===== config.mk =====
export PLATFORM = sky130hd
export DESIGN_NAME = pipe_stage_reg
export DESIGN_NICKNAME = d
export VERILOG_FILES = /design/src/rtl/pipe_pkg.sv /design/src/rtl/pipe_slot.sv /design/src/rtl/pipe_stage_reg.sv
export SDC_FILE = /design/constraint.sdc
export NUM_CORES = 1
export LEC_CHECK = 0
export ABC_AREA = 1
export ABC_CLOCK_PERIOD_IN_PS = 2600
export BUFFER_PORTS_ARGS = -buffer_cell sky130_fd_sc_hd__buf_2
export CORE_ASPECT_RATIO = 0.5
export CORE_MARGIN = 3
export CORE_UTILIZATION = 51
export CTS_BUF_LIST = sky130_fd_sc_hd__clkbuf_2
export CTS_CLUSTER_SIZE = 30
export DETAILED_ROUTE_END_ITERATION = 10
export PLACE_DENSITY = 0.79
export SLEW_MARGIN = 20
export SYNTH_ARGS = -nofsm -noshare
export SYNTH_HDL_FRONTEND = slang
export SYNTH_HIERARCHICAL = 1
export SYNTH_SLANG_ARGS = --single-unit

===== constraint.sdc =====
create_clock -name clk -period 2.6 [get_ports clk]
set_clock_uncertainty 0.2 [all_clocks]
set_input_delay 0.65 -clock clk [delete_from_list [all_inputs] [get_ports clk]]
set_output_delay 0.65 -clock clk [all_outputs]
set_load 0.02 [all_outputs]

===== src/rtl/pipe_pkg.sv =====
// pipe_pkg: definitions shared by the pipeline stage register and its storage
// slots.
//   NOP_INSTR    - instruction word held by an empty slot
//   A3_W_DEFAULT - default width of the destination-register field
//   occ_t        - occupancy of the two-entry skid variant
package pipe_pkg;

  localparam logic [31:0] NOP_INSTR    = 32'h0000_0000;
  localparam int          A3_W_DEFAULT = 5;

  typedef enum logic [1:0] {
    EMPTY = 2'd0,
    MAIN  = 2'd1,
    FULL  = 2'd2
  } occ_t;

endpackage


===== src/rtl/pipe_slot.sv =====
// pipe_slot: one storage entry of a pipeline stage (valid bit plus fields).
// Ports:
//   clk, reset (async, active-low)
//   load    - capture d_* and set valid
//   clear   - drop the entry; takes priority over load
//   d_data, d_instr, d_pc, d_a3 - fields to capture
//   valid, data, instr, pc, a3  - held entry
// Every field is zeroed whenever the entry is dropped, so an invalid slot
// always reads as a NOP with no destination register.
module pipe_slot
  import pipe_pkg::*;
#(
  parameter int DATA_W = 32,
  parameter int A3_W   = A3_W_DEFAULT
) (
  input  logic              clk,
  input  logic              reset,
  input  logic              load,
  input  logic              clear,
  input  logic [DATA_W-1:0] d_data,
  input  logic [31:0]       d_instr,
  input  logic [31:0]       d_pc,
  input  logic [A3_W-1:0]   d_a3,
  output logic              valid,
  output logic [DATA_W-1:0] data,
  output logic [31:0]       instr,
  output logic [31:0]       pc,
  output logic [A3_W-1:0]   a3
);

  // Entry register; reset and clear both return it to the bubble encoding.
  always_ff @(posedge clk or negedge reset) begin
    if (!reset) begin
      valid <= 1'b0;
      data  <= '0;
      instr <= NOP_INSTR;
      pc    <= '0;
      a3    <= '0;
    end else if (clear) begin
      valid <= 1'b0;
      data  <= '0;
      instr <= NOP_INSTR;
      pc    <= '0;
      a3    <= '0;
    end else if (load) begin
      valid <= 1'b1;
      data  <= d_data;
      instr <= d_instr;
      pc    <= d_pc;
      a3    <= d_a3;
    end
  end

endmodule


===== src/rtl/pipe_stage_reg.sv =====
// pipe_stage_reg: valid/ready pipeline stage register with optional skid
// entry and a bubble counter.
// Parameters:
//   DATA_W - payload width, A3_W - destination-register width,
//   SKID   - 1: main + skid entries, registered in_ready; 0: single entry,
//   CNT_W  - bubble counter width
// Ports:
//   clk, reset (async, active-low)
//   in_valid/in_ready, in_data, in_instr, in_pc, in_a3 - upstream side
//   out_valid/out_ready, out_data, out_instr, out_pc, out_a3 - downstream side
//   flush   - kill every held instruction (and any same-cycle input)
//   clr_cnt - zero the bubble counter
//   bubble_cnt - saturating count of edges with out_valid low
module pipe_stage_reg
  import pipe_pkg::*;
#(
  parameter int DATA_W = 32,
  parameter int A3_W   = A3_W_DEFAULT,
  parameter int SKID   = 1,
  parameter int CNT_W  = 16
) (
  input  logic              clk,
  input  logic              reset,
  input  logic              in_valid,
  output logic              in_ready,
  input  logic [DATA_W-1:0] in_data,
  input  logic [31:0]       in_instr,
  input  logic [31:0]       in_pc,
  input  logic [A3_W-1:0]   in_a3,
  input  logic              flush,
  input  logic              clr_cnt,
  output logic              out_valid,
  input  logic              out_ready,
  output logic [DATA_W-1:0] out_data,
  output logic [31:0]       out_instr,
  output logic [31:0]       out_pc,
  output logic [A3_W-1:0]   out_a3,
  output logic [CNT_W-1:0]  bubble_cnt
);

  logic              in_xfer;
  logic              out_xfer;
  logic              main_load;
  logic              main_clear;
  logic [DATA_W-1:0] main_d_data;
  logic [31:0]       main_d_instr;
  logic [31:0]       main_d_pc;
  logic [A3_W-1:0]   main_d_a3;

  assign in_xfer  = in_valid && in_ready;
  assign out_xfer = out_valid && out_ready;

  // The main slot drives the outputs directly; it zeroes its own fields when
  // empty, so bubbles never look like a real instruction to forwarding logic.
  pipe_slot #(
    .DATA_W (DATA_W),
    .A3_W   (A3_W)
  ) u_main (
    .clk     (clk),
    .reset   (reset),
    .load    (main_load),
    .clear   (main_clear),
    .d_data  (main_d_data),
    .d_instr (main_d_instr),
    .d_pc    (main_d_pc),
    .d_a3    (main_d_a3),
    .valid   (out_valid),
    .data    (out_data),
    .instr   (out_instr),
    .pc      (out_pc),
    .a3      (out_a3)
  );

  if (SKID != 0) begin : g_skid
    occ_t              occ;
    occ_t              occ_nxt;
    logic              ready_q;
    logic              from_skid;
    logic              skid_load;
    logic              skid_clear;
    logic              skid_valid;
    logic [DATA_W-1:0] skid_data;
    logic [31:0]       skid_instr;
    logic [31:0]       skid_pc;
    logic [A3_W-1:0]   skid_a3;

    pipe_slot #(
      .DATA_W (DATA_W),
      .A3_W   (A3_W)
    ) u_skid (
      .clk     (clk),
      .reset   (reset),
      .load    (skid_load),
      .clear   (skid_clear),
      .d_data  (in_data),
      .d_instr (in_instr),
      .d_pc    (in_pc),
      .d_a3    (in_a3),
      .valid   (skid_valid),
      .data    (skid_data),
      .instr   (skid_instr),
      .pc      (skid_pc),
      .a3      (skid_a3)
    );

    // Occupancy register. in_ready is registered from the next occupancy so
    // it never depends combinationally on out_ready; it stays low in reset
    // and rises on the first edge afterwards.
    always_ff @(posedge clk or negedge reset) begin
      if (!reset) begin
        occ     <= EMPTY;
        ready_q <= 1'b0;
      end else begin
        occ     <= occ_nxt;
        ready_q <= (occ_nxt != FULL);
      end
    end

    // Next occupancy and slot controls. Flush wins over everything, including
    // a same-cycle input transfer.
    always_comb begin
      occ_nxt    = occ;
      main_load  = 1'b0;
      main_clear = 1'b0;
      from_skid  = 1'b0;
      skid_load  = 1'b0;
      skid_clear = 1'b0;
      if (flush) begin
        occ_nxt    = EMPTY;
        main_clear = 1'b1;
        skid_clear = 1'b1;
      end else begin
        unique case (occ)
          EMPTY: begin
            if (in_xfer) begin
              main_load = 1'b1;
              occ_nxt   = MAIN;
            end
          end
          MAIN: begin
            if (in_xfer && out_xfer) begin
              main_load = 1'b1;
            end else if (in_xfer) begin
              skid_load = 1'b1;
              occ_nxt   = FULL;
            end else if (out_xfer) begin
              main_clear = 1'b1;
              occ_nxt    = EMPTY;
            end
          end
          FULL: begin
            if (out_xfer) begin
              main_load  = 1'b1;
              from_skid  = 1'b1;
              skid_clear = 1'b1;
              occ_nxt    = MAIN;
            end
          end
          default: begin
            occ_nxt    = EMPTY;
            main_clear = 1'b1;
            skid_clear = 1'b1;
          end
        endcase
      end
    end

    assign in_ready     = ready_q;
    assign main_d_data  = from_skid ? skid_data  : in_data;
    assign main_d_instr = from_skid ? skid_instr : in_instr;
    assign main_d_pc    = from_skid ? skid_pc    : in_pc;
    assign main_d_a3    = from_skid ? skid_a3    : in_a3;
  end else begin : g_single
    logic alive_q;

    // Holds in_ready low while in reset and until the first edge after it.
    always_ff @(posedge clk or negedge reset) begin
      if (!reset) begin
        alive_q <= 1'b0;
      end else begin
        alive_q <= 1'b1;
      end
    end

    assign in_ready     = alive_q && (!out_valid || out_ready);
    assign main_load    = in_xfer && !flush;
    assign main_clear   = flush || (out_xfer && !in_xfer);
    assign main_d_data  = in_data;
    assign main_d_instr = in_instr;
    assign main_d_pc    = in_pc;
    assign main_d_a3    = in_a3;
  end

  // Bubble counter: clear beats increment, and the count sticks at all-ones.
  always_ff @(posedge clk or negedge reset) begin
    if (!reset) begin
      bubble_cnt <= '0;
    end else if (clr_cnt) begin
      bubble_cnt <= '0;
    end else if (!out_valid && (bubble_cnt != {CNT_W{1'b1}})) begin
      bubble_cnt <= bubble_cnt + 1'b1;
    end
  end

endmodule


Word-level counts from Yosys, hierarchy flattened
Index checks and enable logic that the tools add are counted.
- flip-flop bits (word level): 222
- latch bits: 0
- memory bits (writable): 0
- ROM bits: 0
- input bits: 107
- output and inout port bits: 119
- logic and storage cells: 75
- memories: 0
- add/sub/neg operators: 1
- $mul: 0
- divide/modulo/power cells: 0
- order comparisons: 0
- eq/ne operators: 4
- shift-type cells: 0
- multiplexer cells: 47
- bitwise logic cells: 0
- reductions and logical operators: 11
- operators by type and width (cell ; count):
    $mux W32 ; 15
    $mux W16 ; 2
    $mux W5 ; 5
    $add A16 B1 Y16 const B ; 1
    $ne A16 B16 Y1 const B ; 1
    $mux W1 ; 15
    $mux W2 ; 6
    $pmux W2 S3 ; 1
    $reduce_bool A2 Y1 ; 3
    $logic_and A1 B1 Y1 ; 4
    $pmux W1 S2 ; 2
    $reduce_or A2 Y1 ; 2
    $pmux W1 S3 ; 1
    $eq A2 B1 Y1 const B ; 1
    $eq A2 B2 Y1 const B ; 1
    $logic_not A2 Y1 ; 1
    $ne A2 B2 Y1 const B ; 1
    $logic_not A1 Y1 ; 1

Depth between registers and ports, before layout
Gate-level depths: netlist of run 1.
- depth in word-level cells: 7
- depth in mapped cells: 11
- gate-level depth less buffers: 9

Hierarchy
The synthesis of run 1 kept the hierarchy.
- by module, submodules not included (module ; instances ; cells each ; area an instance (µm²) ; seq. area each (µm²)):
    pipe_slot ; 2 ; 442 ; 3991.3 ; 2552.4
    pipe_stage_reg ; 1 ; 288 ; 2767.7 ; 475.5

Worst setup path before layout of run 1
OpenSTA, ideal clock, no wires.
- path type: in2reg
- start point: input port out_ready
- end point: register u_main.instr[29]
- library setup time: 66 ps
- arrival: 1886 ps
- data required time: 2334 ps
- path slack: 448 ps
- cell stages on the path: 11
- buffers on the path: 4
- path through: nand2_2 > inv_2 > nand3_2 > buf_6 > buf_6 > o21ai_0 > nor2_1 > buf_2 > buf_2 > nand2_1 > nand2_1
- elaborated cells on any way between the ends: 16
- those cells by class: 13 x mux; 3 x reduce/logical
- RTL lines (element ; RTL line ; text):
    from (decl) ; pipe_stage_reg.sv:33 ; input logic out_ready,
    $logic_and A1 B1 Y1 (*) ; pipe_stage_reg.sv:51 ; assign out_xfer = out_valid && out_ready;
    $logic_and A1 B1 Y1 ; pipe_stage_reg.sv:141 ; if (in_xfer && out_xfer) begin
    $mux W1 ; pipe_stage_reg.sv:141 ;
    $pmux W1 S3 (*) ; pipe_stage_reg.sv:133 ; unique case (occ)
    $mux W1 (*) ; pipe_stage_reg.sv:128 ; if (flush) begin
    via main_load ; pipe_stage_reg.sv:43 ; logic main_load;
    $reduce_bool A2 Y1 (no line) (*) ; -- ;
    to (signal assigned) ; pipe_slot.sv:48 ; instr <= d_instr;
    to (decl) ; pipe_slot.sv:26 ; output logic [31:0] instr,
The timed path passes the listed nets; every way through them passes the cells marked *. The select of a mux whose other input is x is not followed.
A chain may end at the register's enable or synchronous reset.

Final worst setup path of run 1
- start point: register u_main.valid
- end point: output port out_valid
- RTL lines (element ; RTL line ; text):
    from (decl) ; pipe_slot.sv:24 ; output logic valid,
    from (signal assigned) ; pipe_slot.sv:34 ; valid <= 1'b0;
    from (signal assigned) ; pipe_slot.sv:40 ; valid <= 1'b0;
    from (signal assigned) ; pipe_slot.sv:46 ; valid <= 1'b1;
    to (decl) ; pipe_stage_reg.sv:32 ; output logic out_valid,
No word-level cell between the ends.

==> flow_summary.yaml, run 1 <==
status:
  status: "finished clean"
yosys:
  synthCells: 1169
  synth_fp_nets: 1277
  avgSynthCellArea_um2: 9.168
  syn-cell-area_um2: 10720
  yosys_warnings: 6
worst_setup_path:
  required_ns: 1.75
  endpoint_kind: "output port"
  reg2reg_to: "u_main/instr[14]"
  rrSetupSlack_ns: 0.31
  reg2regPathDepth: 7
  start_kind: "flip-flop"
  r2r_start: "g_skid.occ[1]"
  crit_type: "reg2out"
  cp_max_fo: 4
  cp_data_arrival_time_ns: 1.54
grt:
  grt_usage_pct: 26.61
  antenna_found_initial: 3
  grt_max_degree: 82
  grt_overflow: 0
  grt_pass1_wl_um: 49250
  grt_pass1_vias: 9845
floorplan:
  core_area_um2: 20040
  io_pins: 226
  dieWidth_um: 211.0
  rows: 36
  dieArea_um2: 22900
  initial_core_util_pct: 53.47
  die_h_um: 108.5
drt:
  avgRoutedWirePerCell_um: 16.72
  drc_errors: 0
  drt-total-wl_um: 30280
  via_per_inst: 5.324
  dr_total_vias: 9641
  drtAntennaViolNets: 0
  first_pass_iters: 5
  drt_iter0_markers: 955
finish:
  area_growth_pct: 28.01
  nNetsFinal: 1613
  stdcell_area_um2: 13720
  final_layout_size_suffix_gt1_share_pct: 29.62
  n_fill_cell: 1542
worst_hold_path:
  hold_path.class: "in2reg"
  holdPathEnd: "g_skid.occ[0]"
  hold_depth: 5
  hold_start: "out_ready"
clock_network:
  cts_buffers: 49
  cts_tree: "yes"
  clkTransAtPathRegs_ns: 0.12
  cts_root_buffer: "clkbuf_2"
  clock-sinks: 222
  clock_latency_ns: 0.80
  htreeDepth: 2
  clockBufferDepth: 3
  ctsResizeCount: 0
power_and_ir_drop:
  powerDensity_nw_per_um2: 513.4
  worst_ir_drop_vdd_uv: 322.6
  leakage_nw: 7.961
sta:
  maxSlewHeadroom_pct: 56.01
  hold_viol_final: 0
  hold-worst-slack_ns: 0.1461
  timing.final.max_slew_violations: 0
  tightest_slew_ns: 0.6599
  setup_violations: 0
  max_freq_mhz: 418.9
  grt_setup_unrepaired: "false"
  finalCritPeriodShare_pct: 91.82
  period_needed_ns: 2.387
  tns_ns: 0
  setup_slack_ns: 0.2128
placement:
  placed_area_um2: 12220
  pre_cts_slack_ns: 0.1276
  io_buffers: 225
  dp_hpwl_um: 18390
  place_congestion: 0.8769
flow_run:
  cap_viol_max_count: 0
critical path, stage by stage, from the launching register on:
cell	delay (ns)
dfrtp_1	0.41
buf_4	0.17
buf_2	0.16
routing by layer:
layer	global-route usage, %	vias up	wire (um)
met5	0	-	13
met4	10.84	2	1009
met3	5.275	101	1893
met2	46.38	378	15130
met1	32.97	4643	12230
li1	-	4517	-
layout make-up:
type / count / area (um^2) / share of cell area, %
Tap cell: 266 / 332.8 / 2.426
Inverter: 19 / 75.07 / 0.5472
Clock buffer: 75 / 375.4 / 2.736
Clock inverter: 14 / 56.30 / 0.4104
Timing Repair Buffer: 365 / 2640 / 19.24
Antenna cell: 2 / 5.005 / 0.03648
Multi-Input combinational cell: 848 / 4679 / 34.11
Sequential cell: 222 / 5555 / 40.49
state kept, by name, summed over array words and instances, names as in the netlist, 5 cells and up:
register,flops
g_skid.u_skid/pc,32
bubble_cnt,16
u_main/instr,32
u_main/a3,5
g_skid.u_skid/data,32
u_main/pc,32
g_skid.u_skid/instr,32
g_skid.u_skid/a3,5
u_main/data,32
stage by stage:
stage          total power [W]  instances  utilization (%)
2_1_floorplan         0.004315       1169                -
3_3_place_gp          0.004752       1614            60.97
3_5_place_dp          0.004780       1614            60.97
4_1_cts               0.007100       1809            68.42
5_1_grt               0.007426       1811            68.45
6_report              0.007044       1811            68.45
placed cells by master (no fill, tap or decap):
master / count
dfrtp_1: 222
a21oi_1: 1
nand3_4: 1
xor2_1: 4
ha_1: 1
diode_2: 2
nor2_2: 3
buf_4: 19
nor2_4: 4
o31ai_1: 1
o21ai_0: 5
xnor2_1: 1
nor2_1: 24
nand2_1: 467
o21bai_1: 1
o21ai_4: 2
o211ai_1: 1
clkinv_2: 6
buf_2: 224
inv_1: 14
nand4_1: 15
a31oi_1: 1
dlygate4sd3_1: 106
nand3_1: 212
mux2_2: 22
or2_2: 1
buf_8: 1
clkbuf_2: 75
nand2_2: 2
clkinv_1: 10
inv_2: 3
mux2_4: 79
buf_12: 15
worst max-delay path by stage:
stage / slack [ns] / cells after the start / from / to
3_5_place_dp: 0.13 / 7 / flush / u_main/data[31]
3_3_place_gp: 0.17 / 7 / flush / u_main/data[31]
5_1_grt: 0.08 / 1 / bubble_cnt[9] / bubble_cnt[9]
2_1_floorplan: 0.45 / 11 / out_ready / u_main/instr[29]
6_report: 0.21 / 2 / u_main/valid / out_valid
4_1_cts: 0.14 / 2 / u_main/valid / out_valid
what timing repair did:
action | 4_1_cts | 5_1_grt
hold buffers | 106 | 0
buffers inserted | 0 | 0
endpoints found under the hold margin | 408 | 0
setup endpoints to repair | 0 | 0
report_power, final:
part	switching (W)	internal, W
Combinational	0.000692	0.000476
Sequential	0.0000920	0.00359
Clock	0.00143	0.000764
Total	0.00221	0.00483
Note: power is estimated with default switching activity, not from simulation.
==> inputs of run 2 (changes only) <==
--- a/config.mk
+++ b/config.mk
@@ -10,11 +10,11 @@
 export BUFFER_PORTS_ARGS = -buffer_cell sky130_fd_sc_hd__buf_2
 export CORE_ASPECT_RATIO = 0.5
 export CORE_MARGIN = 3
-export CORE_UTILIZATION = 51
+export CORE_UTILIZATION = 57
 export CTS_BUF_LIST = sky130_fd_sc_hd__clkbuf_2
 export CTS_CLUSTER_SIZE = 30
 export DETAILED_ROUTE_END_ITERATION = 10
-export PLACE_DENSITY = 0.79
+export PLACE_DENSITY = 0.87
 export SLEW_MARGIN = 20
 export SYNTH_ARGS = -nofsm -noshare
 export SYNTH_HDL_FRONTEND = slang
==> flow_summary.yaml, run 2 (synthesized netlist as in run 1, its figures left out) <==
clock_network:
  cts_setup_buffers: 0
  cts_hold_buf: 105
  clockBufferDepth: 3
  ctsResizeCount: 0
  clock-sinks: 222
  clock_latency_ns: 0.77
  cts_tree: "yes"
  htreeDepth: 2
  cts_root_buffer: "clkbuf_2"
  clkTransAtPathRegs_ns: 0.11
  cts_buffers: 49
sta:
  tightest_slew_ns: 0.4863
  max_freq_mhz: 408.2
  setup_slack_ns: 0.1505
  grt_setup_unrepaired: "false"
  timing.final.max_slew_violations: 0
  finalCritPeriodShare_pct: 94.21
  setup_violations: 0
  tns_ns: 0
  maxSlewHeadroom_pct: 67.55
  hold_viol_final: 0
  period_needed_ns: 2.450
finish:
  final_cell_mix: "467 x nand2_1, 224 x buf_2, 222 x dfrtp_1, 212 x nand3_1, 105 x dlygate4sd3_1"
  n_fill_cell: 1196
  final_layout_size_suffix_gt1_share_pct: 28.81
  final_common_cell: "nand2_1"
  multi_input_area_um2: 4679
  nNetsFinal: 1604
  area_growth_pct: 26.97
  regArea_um2: 5555
  final-instance-count-excl-fill: 1778
grt:
  antenna_found_initial: 1
  met3_usage_pct: 6.823
  use_met2_pct: 54.24
  use_met1_pct: 39.76
  grt_pass1_vias: 10220
  grt_pass1_wl_um: 51930
  top_usage_layer: "met2"
  grt_usage_pct: 31.75
  grt_max_degree: 68
  grt_overflow: 0
worst_setup_path:
  crit_buf_inv: 1
  endpoint_kind: "output port"
  required_ns: 1.75
  critPathMaxStageDelay_ns: 0.60
  cp.depth: 1
  crit_chain: "buf_2"
  path_delay_family: "flip-flops"
  r2r_start: "u_main/valid"
  reg2regPathDepth: 7
  critPathLaunch: "u_main/valid"
  crit_type: "reg2out"
  cp_data_arrival_time_ns: 1.60
  start_kind: "flip-flop"
  cp_max_fo: 5
  cp_slowest_cell: "dfrtp_1"
placement:
  dp.cells: 1592
  io_buffers: 225
  place_congestion: 0.8585
  pre_cts_slack_ns: 0.1526
  dp_hpwl_um: 18900
floorplan:
  die_h_um: 103.0
  rows: 34
  core_area_um2: 17910
  io_pins: 226
  dieArea_um2: 20580
  dieWidth_um: 199.9
  initial_core_util_pct: 59.84
drt:
  avgRoutedWirePerCell_um: 18.33
  dr_total_vias: 9950
  drtAntennaViolNets: 0
  drc_errors: 0
  via_per_inst: 5.596
  drt_iter0_markers: 908
  first_pass_iters: 5
  drt-total-wl_um: 32580
power_and_ir_drop:
  p_int_w: 0.004761
  power.share.clock_pct: 29.9
  worst_ir_drop_vdd_uv: 315.5
  seq_power_share_pct: 53.0
  combPwrFrac_pct: 17.1
  leakage_nw: 7.886
  swShare_pct: 31.67
  power.switching_w: 0.002206
  powerDensity_nw_per_um2: 512.0
  totalPowerFinal_w: 0.006968
worst_hold_path:
  hold_depth: 4
  hold_start: "in_valid"
  hold_path.class: "in2reg"
flow_run:
  cap_viol_max_count: 0
status:
  status: "finished clean"
[run 2: cell type report]
| class | instances | share of cell area (%) |
|---|---|---|
| inverters | 19 | 0.5517 |
| clock buffers | 68 | 2.501 |
| well taps | 252 | 2.317 |
| diodes | 2 | 0.03678 |
| repair buffers | 356 | 19.07 |
| flip-flops and latches | 222 | 40.82 |
| clock inverters | 11 | 0.3126 |
| multi-input cells | 848 | 34.39 |
[run 2: path summary, 6_finish.rpt]
| kind | endpoint | slack [ns] |
|---|---|---|
| worst min register to register | u_main/pc[29] | 0.27 |
| worst min-delay path | g_skid.occ[0] | 0.11 |
| worst max register to register | u_main/data[5] | 0.18 |
| max in group asynchronous | u_main/data[5] | 1.33 |
| worst max-delay path | out_valid | 0.15 |
| min in group asynchronous | bubble_cnt[8] | 0.16 |
[run 2: power groups by stage]
stage,combinational [W],clock (W),sequential [W]
after floorplan,0.000456,0,0.00386
after global placement,0.00101,0,0.00374
after detailed placement,0.00104,0,0.00375
after CTS,0.00116,0.00209,0.00368
after global routing,0.00128,0.00230,0.00371
final,0.00119,0.00208,0.00369
[run 2: layer usage]
layer  wire length, um  vias up
li1                  -     4496
met1             12570     4799
met2             16140      533
met3              2622      122
met4              1247        0
met5                 0        -
[run 2: worst min-delay path, cell delays in order]
cell	delay (ns)
buf_2	0.09
nand2_1	0.08
nand3_1	0.09
a31oi_1	0.09
[run 2: stage by stage]
step                      area (um^2)  hold slack [ns]  utilization (%)
after floorplan                 10720           0.1544                -
after global placement          12170           0.2491            67.95
after detailed placement        12170           0.2540            67.95
after CTS                       13600         0.005136            75.95
after global routing            13610          0.04473            75.97
final                           13610           0.1106            75.98
